===== src/rtl/axis_16b_pkt_arbiter_pkg.sv =====
// Shared types and helpers for the 16-byte AXIS packet arbiter.
//   flit16_t    : one 16-byte beat {data, tuser, tid, last}
//   arb_state_t : arbiter FSM state encoding
//   rr_pick     : round-robin search over a request vector
package axis_16B_pkg;

    localparam int TUSER_SOP_BIT = 7;
    localparam int FLIT_BYTES    = 16;

    typedef struct packed {
        logic [FLIT_BYTES*8-1:0] data;
        logic [7:0]              tuser;
        logic [2:0]              tid;
        logic                    last;
    } flit16_t;

    typedef enum logic {
        ST_IDLE = 1'b0,
        ST_PKT  = 1'b1
    } arb_state_t;

    // First set bit of req searching upward from ptr+1, wrapping at n_src.
    // Returns ptr unchanged when req is empty.
    function automatic logic [2:0] rr_pick(input logic [7:0] req,
                                           input logic [2:0] ptr,
                                           input int         n_src);
        logic [2:0] pick;
        logic [2:0] idx;
        logic       found;
        pick  = ptr;
        idx   = ptr;
        found = 1'b0;
        for (int k = 1; k <= 8; k++) begin
            idx = (idx == 3'(n_src - 1)) ? 3'd0 : idx + 3'd1;
            if (k <= n_src && !found && req[idx]) begin
                pick  = idx;
                found = 1'b1;
            end
        end
        return pick;
    endfunction

endpackage


===== src/rtl/axis_16b_pkt_arbiter_skid2.sv =====
// axis_skid2: 2-entry valid/ready register slice carrying flit16_t.
//   clk, rst            : clock, async active-high reset
//   in_valid/in_flit    : upstream beat, in_ready = at least one free entry
//   out_valid/out_flit  : head entry, popped on out_valid & out_ready
// in_ready is derived only from the registered occupancy, so the upstream
// ready path never sees out_ready combinationally.
module axis_skid2
    import axis_16B_pkg::*;
(
    input  logic    clk,
    input  logic    rst,
    input  logic    in_valid,
    input  flit16_t in_flit,
    output logic    in_ready,
    output logic    out_valid,
    output flit16_t out_flit,
    input  logic    out_ready
);

    flit16_t    r_mem [2];
    logic       r_wr_ptr;
    logic       r_rd_ptr;
    logic [1:0] r_count;

    logic w_push;
    logic w_pop;

    assign in_ready  = (r_count != 2'd2);
    assign out_valid = (r_count != 2'd0);
    assign out_flit  = r_mem[r_rd_ptr];
    assign w_push    = in_valid & in_ready;
    assign w_pop     = out_valid & out_ready;

    always_ff @(posedge clk or posedge rst) begin
        if (rst) begin
            r_mem[0] <= '0;
            r_mem[1] <= '0;
            r_wr_ptr <= 1'b0;
            r_rd_ptr <= 1'b0;
            r_count  <= 2'd0;
        end else begin
            if (w_push) begin
                r_mem[r_wr_ptr] <= in_flit;
                r_wr_ptr        <= ~r_wr_ptr;
            end
            if (w_pop) begin
                r_rd_ptr <= ~r_rd_ptr;
            end
            case ({w_push, w_pop})
                2'b10:   r_count <= r_count + 2'd1;
                2'b01:   r_count <= r_count - 2'd1;
                default: r_count <= r_count;
            endcase
        end
    end

endmodule


===== src/rtl/axis_16b_pkt_arbiter.sv =====
// axis_16b_pkt_arbiter: packet-locked round-robin merge of N_SRC 16-byte
// AXIS sources into one 16-byte AXIS stream, source index stamped on tid.
//   clk_16B, rst          : clock, async active-high reset
//   cfg_src_en            : per-source grant enable (sampled in IDLE only)
//   s_axis_*              : N_SRC packed source ports
//   m_axis_*              : merged output, driven from a 2-entry skid buffer
//   grant_idx, busy       : current/last grant, 1 while a packet is locked
//   err_sop               : 1-cycle pulse when a beat's sop bit is misplaced
module axis_16b_pkt_arbiter
    import axis_16B_pkg::*;
#(
    parameter int N_SRC = 4,
    parameter int SID_W = 3
)
(
    input  logic                 clk_16B,
    input  logic                 rst,
    input  logic [N_SRC-1:0]     cfg_src_en,
    input  logic [N_SRC*128-1:0] s_axis_tdata,
    input  logic [N_SRC*8-1:0]   s_axis_tuser,
    input  logic [N_SRC-1:0]     s_axis_tvalid,
    input  logic [N_SRC-1:0]     s_axis_tlast,
    output logic [N_SRC-1:0]     s_axis_tready,
    output logic [127:0]         m_axis_tdata,
    output logic [7:0]           m_axis_tuser,
    output logic [SID_W-1:0]     m_axis_tid,
    output logic                 m_axis_tvalid,
    output logic                 m_axis_tlast,
    input  logic                 m_axis_tready,
    output logic [2:0]           grant_idx,
    output logic                 busy,
    output logic                 err_sop
);

    arb_state_t r_state;
    logic [2:0] r_grant;
    logic [2:0] r_rr_ptr;
    logic       r_busy;
    logic       r_first;
    logic       r_err_sop;

    logic [7:0]       w_req;
    logic [N_SRC-1:0] w_gnt_oh;
    logic [127:0]     w_sel_data;
    logic [7:0]       w_sel_user;
    logic             w_sel_valid;
    logic             w_sel_last;
    logic             w_skid_rdy;
    logic             w_acc;
    logic             w_out_valid;
    flit16_t          w_in_flit;
    flit16_t          w_out_flit;

    // Request vector and granted-source mux in one pass over the sources.
    always_comb begin
        w_req       = '0;
        w_gnt_oh    = '0;
        w_sel_data  = '0;
        w_sel_user  = '0;
        w_sel_valid = 1'b0;
        w_sel_last  = 1'b0;
        for (int i = 0; i < N_SRC; i++) begin
            w_req[i] = s_axis_tvalid[i] & cfg_src_en[i];
            if (r_grant == 3'(i)) begin
                w_gnt_oh[i] = 1'b1;
                w_sel_data  = s_axis_tdata[i*128 +: 128];
                w_sel_user  = s_axis_tuser[i*8 +: 8];
                w_sel_valid = s_axis_tvalid[i];
                w_sel_last  = s_axis_tlast[i];
            end
        end
    end

    assign s_axis_tready = (r_state == ST_PKT && w_skid_rdy) ? w_gnt_oh : '0;
    assign w_acc         = (r_state == ST_PKT) & w_skid_rdy & w_sel_valid;

    always_comb begin
        w_in_flit       = '0;
        w_in_flit.data  = w_sel_data;
        w_in_flit.tuser = w_sel_user;
        w_in_flit.tid   = r_grant;
        w_in_flit.last  = w_sel_last;
    end

    always_ff @(posedge clk_16B or posedge rst) begin
        if (rst) begin
            r_state   <= ST_IDLE;
            r_grant   <= 3'd0;
            r_rr_ptr  <= 3'(N_SRC - 1);
            r_busy    <= 1'b0;
            r_first   <= 1'b0;
            r_err_sop <= 1'b0;
        end else begin
            // sop must be set on exactly the first beat of a packet
            r_err_sop <= w_acc & (r_first ? ~w_sel_user[TUSER_SOP_BIT]
                                          :  w_sel_user[TUSER_SOP_BIT]);
            case (r_state)
                ST_IDLE: begin
                    if (|w_req) begin
                        r_grant <= rr_pick(w_req, r_rr_ptr, N_SRC);
                        r_state <= ST_PKT;
                        r_busy  <= 1'b1;
                        r_first <= 1'b1;
                    end
                end
                ST_PKT: begin
                    if (w_acc) begin
                        r_first <= 1'b0;
                        if (w_sel_last) begin
                            r_rr_ptr <= r_grant;
                            r_state  <= ST_IDLE;
                            r_busy   <= 1'b0;
                        end
                    end
                end
                default: r_state <= ST_IDLE;
            endcase
        end
    end

    axis_skid2 u_skid (
        .clk       (clk_16B),
        .rst       (rst),
        .in_valid  (w_acc),
        .in_flit   (w_in_flit),
        .in_ready  (w_skid_rdy),
        .out_valid (w_out_valid),
        .out_flit  (w_out_flit),
        .out_ready (m_axis_tready)
    );

    assign m_axis_tvalid = w_out_valid;
    assign m_axis_tdata  = w_out_flit.data;
    assign m_axis_tuser  = w_out_flit.tuser;
    assign m_axis_tid    = SID_W'(w_out_flit.tid);
    assign m_axis_tlast  = w_out_flit.last;
    assign grant_idx     = r_grant;
    assign busy          = r_busy;
    assign err_sop       = r_err_sop;

endmodule

===== config.mk =====
export PLATFORM = sky130hd
export DESIGN_NAME = axis_16b_pkt_arbiter
export DESIGN_NICKNAME = d
export VERILOG_FILES = /design/src/rtl/axis_16b_pkt_arbiter_pkg.sv /design/src/rtl/axis_16b_pkt_arbiter_skid2.sv /design/src/rtl/axis_16b_pkt_arbiter.sv
export SDC_FILE = /design/constraint.sdc
export NUM_CORES = 1
export LEC_CHECK = 0
export CAP_MARGIN = 30
export CORE_AREA = 2 2 275 277
export CTS_CLUSTER_DIAMETER = 200
export CTS_CLUSTER_SIZE = 16
export DETAILED_ROUTE_END_ITERATION = 12
export DIE_AREA = 0 0 277 279
export HOLD_SLACK_MARGIN = 0.12
export PLACE_DENSITY = 0.49
export SETUP_SLACK_MARGIN = 0.4
export SLEW_MARGIN = 20
export SYNTH_ARGS = -nofsm -noshare
export SYNTH_HDL_FRONTEND = slang
export SYNTH_HIERARCHICAL = 1
export SYNTH_SLANG_ARGS = --single-unit
export TNS_END_PERCENT = 1

===== constraint.sdc =====
create_clock -name clk_16B -period 10.6 [get_ports clk_16B]
set_input_delay 1.06 -clock clk_16B [delete_from_list [all_inputs] [get_ports clk_16B]]
set_output_delay 1.06 -clock clk_16B [all_outputs]
set_load 0.01 [all_outputs]

==> flow_metrics.py <==
metrics = {
    "critical_path": {
        "cpMaxStageDelayCell": "sky130_fd_sc_hd__clkdlybuf4s50_1",
        "crit_path_start": "u_skid/r_rd_ptr",
        "crit_arrival_ns": 2.88,
        "crit_path_max_fanout": 45,
        "crit_path_cell_trace": "buf_4 -> buf_16 -> mux2_2 -> clkdlybuf4s50_1",
        "reg2reg_from": "grant_idx[0]",
        "timing.critical_path.required_ns": 9.54,
        "worst-path-buf-inv": 3,
        "critPathKind": "reg -> out",
        "cpPeakStageDelay_ns": 0.63,
        "crit_family": "buffers and inverters",
        "regToRegSetupSlack_ns": 6.94,
        "start_kind": "register",
        "r2r.worst_path.cells": 6,
        "critical_path.endpoint_type": "output pin",
        "rr_endpoint": "u_skid/r_mem[104]",
    },
    "routing": {
        "antenna_violating_nets_post_route": 0,
        "routed-wl-met3_um": 4014,
        "dr_total_vias": 12770,
        "top_signal_layer_used": "met5",
        "finalWirelength_um": 61250,
        "route.detailed.vias_per_inst": 4.516,
        "drc_errors": 0,
        "drtIter0Drc": 551,
        "routedLengthMet1_um": 25070,
        "wl_per_cell_um": 21.66,
        "met2_wirelength_um": 30880,
        "drtPass1Iterations": 5,
    },
    "run": {
        "max_cap_viol_count": 0,
    },
    "cts": {
        "cts.htree.levels": 1,
        "tritoncts_num_sinks": 294,
        "cts_inserted_buffers": 22,
        "cts_setup_buffers": 0,
        "cts_max_path_buffers": 3,
        "holdBufCountCts": 0,
        "clkSlewWorstSetupHoldPaths_ns": 0.08,
        "clock_tree_from_tritoncts": "built",
        "clkLatencyLatePin_ns": 0.55,
        "post_cts_resized": 0,
        "cts_root_buffer": "sky130_fd_sc_hd__clkbuf_16",
    },
    "synthesis": {
        "fraction_of_post_synthesis_cell_area_in_the_top_cell_type_by_area_pct": 39.83,
        "yosys_warnings": 6,
        "synth_enable_flop_cells": 0,
        "synth.largest_area_cell": "sky130_fd_sc_hd__dfrtp_1",
        "asyncSetResetFlopFracSynth_pct": 100.0,
        "synth.distinct_cells": 59,
        "postSynthRegisterBits": 294,
        "syn_inst": 1198,
        "synth.yosys.seq_area_share_pct": 40.11,
        "mappedNetlistArea_um2": 18350,
        "post_synth_main_area_contributors": "sky130_fd_sc_hd__dfrtp_1, sky130_fd_sc_hd__mux4_2, sky130_fd_sc_hd__mux2_4",
        "synthesis.nets": 1762,
        "avgSynthCellArea_um2": 15.31,
        "synth-main-ff-cell": "sky130_fd_sc_hd__dfrtp_1",
    },
    "sta": {
        "final_critical_path_setup_slack_ns": 6.655,
        "final_hold_viol_count": 0,
        "worstMarginPinSlew_ns": 0.9660,
        "period_share_pct": 37.22,
        "max_freq_mhz": 253.5,
        "setup_viol": 0,
        "fin_worst_hold_slack_ns": 0.4937,
        "fin_worst_skew_ns": 0.02120,
        "slew_margin_rel_pct": 35.60,
        "fin_tns_setup_ns": 0,
        "fin_crit_ns": 3.945,
        "finalMaxSlewViolations": 0,
        "unrepaired_setup_endpoints_after_global_routing": "false",
    },
    "grt": {
        "grt.overflow.total": 0,
        "grt_start_max_net_pins": 93,
        "grt_pass1_wl_um": 91950,
        "first_global_vias": 14250,
        "grt_antenna_before_repair": 4,
        "global_routing_usage_summed_across_all_routing_layers_pct": 15.37,
    },
    "floorplan": {
        "number_of_core_rows": 100,
        "pin_count": 709,
        "floorplan.core_area_um2": 74070,
        "fp.dieArea_um2": 77280,
        "chipHeight_um": 279,
        "die_x_um": 277,
        "start_util_pct": 24.77,
    },
    "pwr": {
        "pwr_density_cell_nw_per_um2": 292.8,
        "p_leak_nw": 10.56,
        "vdd.ir_drop.worst_v": 0.0001624,
    },
    "status": {
        "run_status": "completed",
    },
    "finish": {
        "drive_gt1_share_pct": 34.21,
        "num-nets-final": 2419,
        "stdcell_count": 2828,
        "areaGrowthSynthToFinish_pct": 46.31,
        "n_fill_cell": 7123,
    },
    "worst_hold_path": {
        "whs_path_depth": 2,
        "hp-start": "busy",
        "timing.hold.worst_endpoint": "busy",
        "hold_removal_path_class": "reg -> reg",
    },
    "placed_design": {
        "placement.io_buffers": 708,
        "gp_congestion": 0.8421,
        "placed_wire_length_estimate_after_detailed_placement_um": 45750,
        "placed_cells_incl_taps": 2795,
        "pre_cts_ws_ns": 6.141,
    },
}
==> kinds of logic after synthesis <==
family          share of synthesized area, %
mux                                    46.95
flops                                  40.11
simple gates                           6.336
buf+inv                                4.249
compound gates                         1.719
xor+xnor                              0.2864
fa+ha+maj                             0.3410
==> layout by cell type (no fill, tap or decap), types with 6 or more instances in the layout <==
| master | count |
|---|---|
| sky130_fd_sc_hd__clkdlybuf4s50_1 | 708 |
| sky130_fd_sc_hd__dfrtp_1 | 288 |
| sky130_fd_sc_hd__mux2_2 | 222 |
| sky130_fd_sc_hd__mux2_4 | 200 |
| sky130_fd_sc_hd__mux4_2 | 137 |
| sky130_fd_sc_hd__nor2b_1 | 137 |
| sky130_fd_sc_hd__clkbuf_16 | 23 |
| sky130_fd_sc_hd__nand2_1 | 22 |
| sky130_fd_sc_hd__buf_4 | 16 |
| sky130_fd_sc_hd__nor2_1 | 8 |
| sky130_fd_sc_hd__inv_1 | 6 |
| sky130_fd_sc_hd__a21oi_1 | 6 |
| sky130_fd_sc_hd__buf_16 | 6 |
==> power by group <==
part	switching, mW	internal [mW]	total (mW)
Sequential	0.344	1.71	2.06
Combinational	2.00	3.01	5.00
Clock	0.413	0.387	0.800
==> flip-flops by register name, indices dropped and copies added (netlist names) <==
name,flops
r_rr_ptr,3
busy,1
r_first,1
u_skid/r_count,2
u_skid/r_mem,280
u_skid/r_rd_ptr,1
r_state,1
u_skid/r_wr_ptr,1
grant_idx,3
err_sop,1
==> through the flow <==
step	power (mW)	area, um^2	util [%]
after global routing	8.378	26840	36.23
final	7.860	26840	36.24
after floorplan	5.335	18350	-
after CTS	8.004	26700	36.05
after global placement	7.044	26040	35.15
after detailed placement	7.134	26110	35.26
==> cell usage after synthesis, types with 7 or more instances <==
cell                       count
sky130_fd_sc_hd__mux2_4      200
sky130_fd_sc_hd__nor2_1        8
sky130_fd_sc_hd__mux4_2      137
sky130_fd_sc_hd__clkbuf_1     37
sky130_fd_sc_hd__dfrtp_1     292
sky130_fd_sc_hd__buf_2        33
sky130_fd_sc_hd__nor2b_1     137
sky130_fd_sc_hd__nand2_1      22
sky130_fd_sc_hd__buf_12       11
sky130_fd_sc_hd__inv_1         7
sky130_fd_sc_hd__buf_8        11
sky130_fd_sc_hd__mux2_2      222
==> worst max path at each step <==
stage | end | slack [ns] | cells past startpoint
floorplan | u_skid/r_count[0] | 1.70 | 1
global placement | u_skid/r_mem[249] | 5.97 | 7
detailed placement | u_skid/r_mem[111] | 6.14 | 7
CTS | m_axis_tdata[94] | 6.37 | 3
global route | m_axis_tdata[101] | 6.48 | 4
finish | m_axis_tdata[103] | 6.66 | 4
==> worst reg2reg max path: stages, from the launching register on <==
cell and delay (ns):
sky130_fd_sc_hd__dfrtp_4 0.68, sky130_fd_sc_hd__mux4_1 0.45, sky130_fd_sc_hd__nand2_1 0.10, sky130_fd_sc_hd__inv_1 0.15, sky130_fd_sc_hd__and3_4 0.82, sky130_fd_sc_hd__buf_4 0.83
sky130_fd_sc_hd__mux2_2 0.52
==> final cells by class <==
type                       instances  area, um^2  area share [%]
multi-input combinational        798       10210           38.04
timing repair buffer             732        7412           27.61
tap                              969        1212           4.517
antenna                            3       7.507         0.02797
inverter                           7       33.78          0.1259
clock buffer                      24       579.3           2.158
sequential                       294        7375           27.47
clock inverter                     1       11.26         0.04195
==> per-layer routing <==
metal  track usage (%)  vias up
met5                 0        -
met4             3.554        2
met3             3.899       59
met2             27.08      424
met1             18.80     6506
li1                  -     5780
Power figures use the tool's default switching activity.
==> edit 1 (same settings) <==
The output `err_sop` loses its register stage (`r_err_sop` becomes a continuous assignment).
--- a/src/rtl/axis_16b_pkt_arbiter.sv
+++ b/src/rtl/axis_16b_pkt_arbiter.sv
@@ -90,9 +90,6 @@
             r_busy    <= 1'b0;
             r_first   <= 1'b0;
-            r_err_sop <= 1'b0;
         end else begin
             // sop must be set on exactly the first beat of a packet
-            r_err_sop <= w_acc & (r_first ? ~w_sel_user[TUSER_SOP_BIT]
-                                          :  w_sel_user[TUSER_SOP_BIT]);
             case (r_state)
                 ST_IDLE: begin
@@ -119,4 +116,6 @@
     end
 
+    assign r_err_sop = w_acc & (r_first ? ~w_sel_user[TUSER_SOP_BIT] :  w_sel_user[TUSER_SOP_BIT]);
+
     axis_skid2 u_skid (
         .clk       (clk_16B),
Function: changed (Yosys sat finds a counterexample within 4 cycles, from zero or initial values and one cycle with rst high).
==> edit 1 against the original RTL <==
Largest power group unchanged; count of clock-buffer cells in the layout rose by 7; cell area fell by 0.29%; clock skew rose by 0.0045 ns; clock power rose by 2%; combinational power rose by 2%; critical path type unchanged; sequential cell count fell by 1; via count rose by 1.4%; worst setup slack got worse by 1.1 ns; sequential share of layout area barely moved; wire length rose by 4.3%; power rose by 2.7%; synthesized area barely moved; first-iteration DRC count fell by 7.6%.
==> edit 1: results (changes against the original RTL) <==
slowest stage cell on the critical path=dfrtp_4; vias in the first global route=14.3k (+0.50%); reg-to-reg startpoint=u_skid/r_count[0]; Reg clk slew, reported paths=0.09 ns; Final Non-Filler Cells=2840 (+0.42%); Mapped Avg Cell Area=15.2 um^2 (-0.65%); Initial DRC Count=509 (-7.6%); top post-synthesis cells by area=dfrtp_1, mux4_2, mux2_4; Avg Vias per Cell=4.56 (+0.95%); Hold WS=0.497 ns (+0.00342 ns); H-tree depth=1 (unchanged); total power=8.07 mW (+2.7%); pin count of the biggest net entering global routing=89 (-4.3%); Max FO, Critical Path=54 (+20%); Total GRT Usage=0.160 (+0.00644); Yosys cell types=60 (+1.7%); max reg flops=280 (unchanged); Peak VDD IR=0.212 mV (+30%); initial antenna violation count=4 (unchanged); pre-CTS WS=5.95 ns (-0.190 ns); drt total wl=63900 um (+4.3%); setup bufs post-CTS=0 (unchanged); WHS Path Cells=1 (-1); Crit path largest cell delay=0.95 ns (+0.32 ns); TritonRoute pass-1 iters=4 (-1); nets=2426 (+0.29%); first-pass GRT wire length=95000 um (+3.3%); Crit path max-delay family=buffers and inverters; fraction of layout instances using a drive strength above 1=0.338 (-0.00417); post-synthesis sequential area ratio=0.400 (-0.00109); Synth Flop Type=dfrtp_1; status=completed; reg2reg setup slack=6.84 ns (-0.10 ns); CTS max path bufs=3 (unchanged); clock skew=0.0257 ns (+0.00448 ns); Leak=10.6 nW (about the same); Hold Path Sink=u_skid/r_wr_ptr; Hold Startpoint=u_skid/r_wr_ptr; Post-synth top cells=dfrtp_1, mux2_2, mux2_4; slew margin rel.=0.347 (-0.00893); DP Area=0.0261 mm^2 (about the same); worst-skew pair later-pin latency=0.55 ns (about the same); Post-CTS Resized=0 (unchanged); R2R depth=9 (+3); RR Endpoint=u_skid/r_mem[244]; Final Wtd Congestion=0.816 (-3.1%); syn_nets=1769 (+0.40%); Final HPWL DP=48000 um (+4.9%)
==> edit 1: changes by cell type after synthesis, sizes merged, moves of 3 or more <==
cell	delta
a21oi	-4
nand2	+7
nor2	+4
o21ai	+3
==> edit 1: per-layer routing <==
layer	vias up	global-route usage	wire, um
li1	5792	-	-
met1	6712	0.201	26400
met2	376	0.287	33000
met3	63	0.0272	3010
met4	4	0.0368	1480
met5	-	0	21
==> edit 1: logic make-up after synthesis <==
logic type,share of synthesized area
muxes,0.470
DFF,0.400
and+or+nand+nor,0.0667
buffers and inverters,0.0426
AOI/OAI and AO/OA,0.0142
xor gates and xnor gates,0.00287
adders and majority gates,0.00341
==> edit 1: how the worst max path moves through the flow <==
| stage | from | slack, ns | to |
|---|---|---|---|
| 2_1_floorplan | rst | 1.70 | u_skid/r_count[0] |
| 3_3_place_gp | s_axis_tvalid[2] | 6.01 | u_skid/r_mem[244] |
| 3_5_place_dp | s_axis_tvalid[2] | 5.95 | u_skid/r_mem[244] |
| 4_1_cts | u_skid/r_rd_ptr | 5.52 | m_axis_tdata[122] |
| 5_1_grt | u_skid/r_rd_ptr | 5.40 | m_axis_tdata[116] |
| 6_report | u_skid/r_rd_ptr | 5.60 | m_axis_tdata[122] |
==> edit 1: final cells by class <==
type | instances | area (um^2)
Clock inverter | 1 | 16.3
Inverter | 6 | 30.0
Fill cell | 7167 | 47300
Tap cell | 969 | 1210
Timing Repair Buffer | 730 | 7320
Sequential cell | 293 | 7350
Clock buffer | 31 | 606
Antenna cell | 1 | 2.50
Multi-Input combinational cell | 809 | 10200
==> edit 1: where the power goes <==
part	internal (mW)	total, mW	switching (mW)
clock network	0.398	0.817	0.419
logic	3.07	5.11	2.04
registers	1.72	2.14	0.425
==> edit 2 (config.mk and constraints unchanged) <==
Made on the original files. Set the parameter `SID_W` to 6 (it was 3).
--- a/src/rtl/axis_16b_pkt_arbiter.sv
+++ b/src/rtl/axis_16b_pkt_arbiter.sv
@@ -11,5 +11,5 @@
 #(
     parameter int N_SRC = 4,
-    parameter int SID_W = 3
+    parameter int SID_W = 6
 )
 (
Interface: changed (resized m_axis_tid); port bits go from 709 to 712. The function was not compared with the original's and may differ.
==> edit 2 against the original RTL <==
Sequential cell count unchanged; synthesized area increased by 0.14%; wire length up 1.4%; hold slack better by 0.010 ns; register-to-register slack got worse by 0.58 ns; cell area shrank 0.26%; maximum frequency is 10% lower; core utilization shrank 0.093 points; combinational power decreased by 1%; sequential share of layout area grew 0.071 points; global-route usage up 0.22 points; worst setup slack got worse by 0.46 ns; power decreased by 0.40%; critical endpoint is now u_skid/r_mem[268]; largest power group unchanged; highest routed layer is now met4.
==> edit 2: results (changes against the original RTL) <==
status=completed; WHS Path Cells=1 (-1); Adder-Cell Fraction of Synth Area=0.00341 (-0.00000488); Hold Path Sink=u_skid/r_mem[91]; mux cell area share after synthesis=0.469 (-0.000672); Total GRT Usage=0.156 (+0.00220); Final Wtd Congestion=0.832 (-1.2%); Area Growth Syn to Fin=45.7%; Crit path largest cell delay=0.81 ns (+0.18 ns); TritonRoute pass-1 iters=4 (-1); Pint=5.08 mW (-0.48%); Worst-Margin Slew=0.976 ns (+0.0102 ns); GRT met3 Usage=0.0269 (-0.0120); Initial DRC Count=582 (+5.6%); pin count of the biggest net entering global routing=97 (+4.3%); Avg Vias per Cell=4.52 (+0.20%); slowest stage cell on the critical path=buf_4; max layer used=met4; RR Endpoint=u_skid/r_mem[268]; top post-synthesis cells by area=dfrtp_1, mux4_2, mux2_4; Met1 Wirelength=26500 um (+5.6%); DP Area=0.0261 mm^2 (-0.22%); clk_buf instances=30 (+25%); first-pass GRT wire length=93100 um (+1.3%); Arr. time, crit path=4.83 ns (+1.95 ns); R2R depth=7 (+1); reg2reg setup slack=6.36 ns (-0.58 ns); XOR/XNOR Fraction of Synth Area=0.00286 (-0.00000410); diode count=0 (-3); clock skew=0.0184 ns (-0.00276 ns); multi-input gates=801 (+0.38%); Hold Startpoint=u_skid/r_mem[91]; bufs w/o clock=729 (-0.41%); met2 Use GR=0.278 (+0.00734); Avg WL per Cell=21.9 um (+1.2%); Hold WS=0.504 ns (+0.0100 ns); Max FO, Critical Path=49 (+8.9%); Yosys cell types=60 (+1.7%); WL met3=2970 um (-26%); Final HPWL DP=46600 um (+1.8%); vias in the first global route=14.3k (+0.20%); fraction of area in multi-input gates=0.382 (+0.00140); clock network share of area=0.0229 (+0.000898); top-area cell type share of the netlist area=0.398 (-0.000570); Peak VDD IR=0.107 mV (-34%); complex-gate fraction of the synthesized area=0.0172 (-0.0000246); post-synthesis sequential area ratio=0.401 (-0.000574); initial antenna violation count=3 (-1)
[edit 2: how the worst max path moves through the flow]
| stage | to | slack, ns | start |
|---|---|---|---|
| after floorplan | u_skid/r_count[0] | 1.70 | rst |
| after global placement | u_skid/r_mem[268] | 5.64 | s_axis_tvalid[2] |
| after detailed placement | u_skid/r_mem[263] | 5.60 | s_axis_tvalid[2] |
| after CTS | u_skid/r_mem[268] | 6.19 | s_axis_tvalid[2] |
| after global routing | u_skid/r_mem[266] | 6.02 | s_axis_tvalid[2] |
| final | u_skid/r_mem[268] | 6.20 | s_axis_tvalid[2] |
[edit 2: stage by stage]
stage | std cells | worst slack (ns)
6_report | 2831 | 6.20
5_1_grt | 2831 | 6.02
3_3_place_gp | 2796 | 5.64
4_1_cts | 2827 | 6.19
3_5_place_dp | 2796 | 5.60
2_1_floorplan | 1204 | 1.70
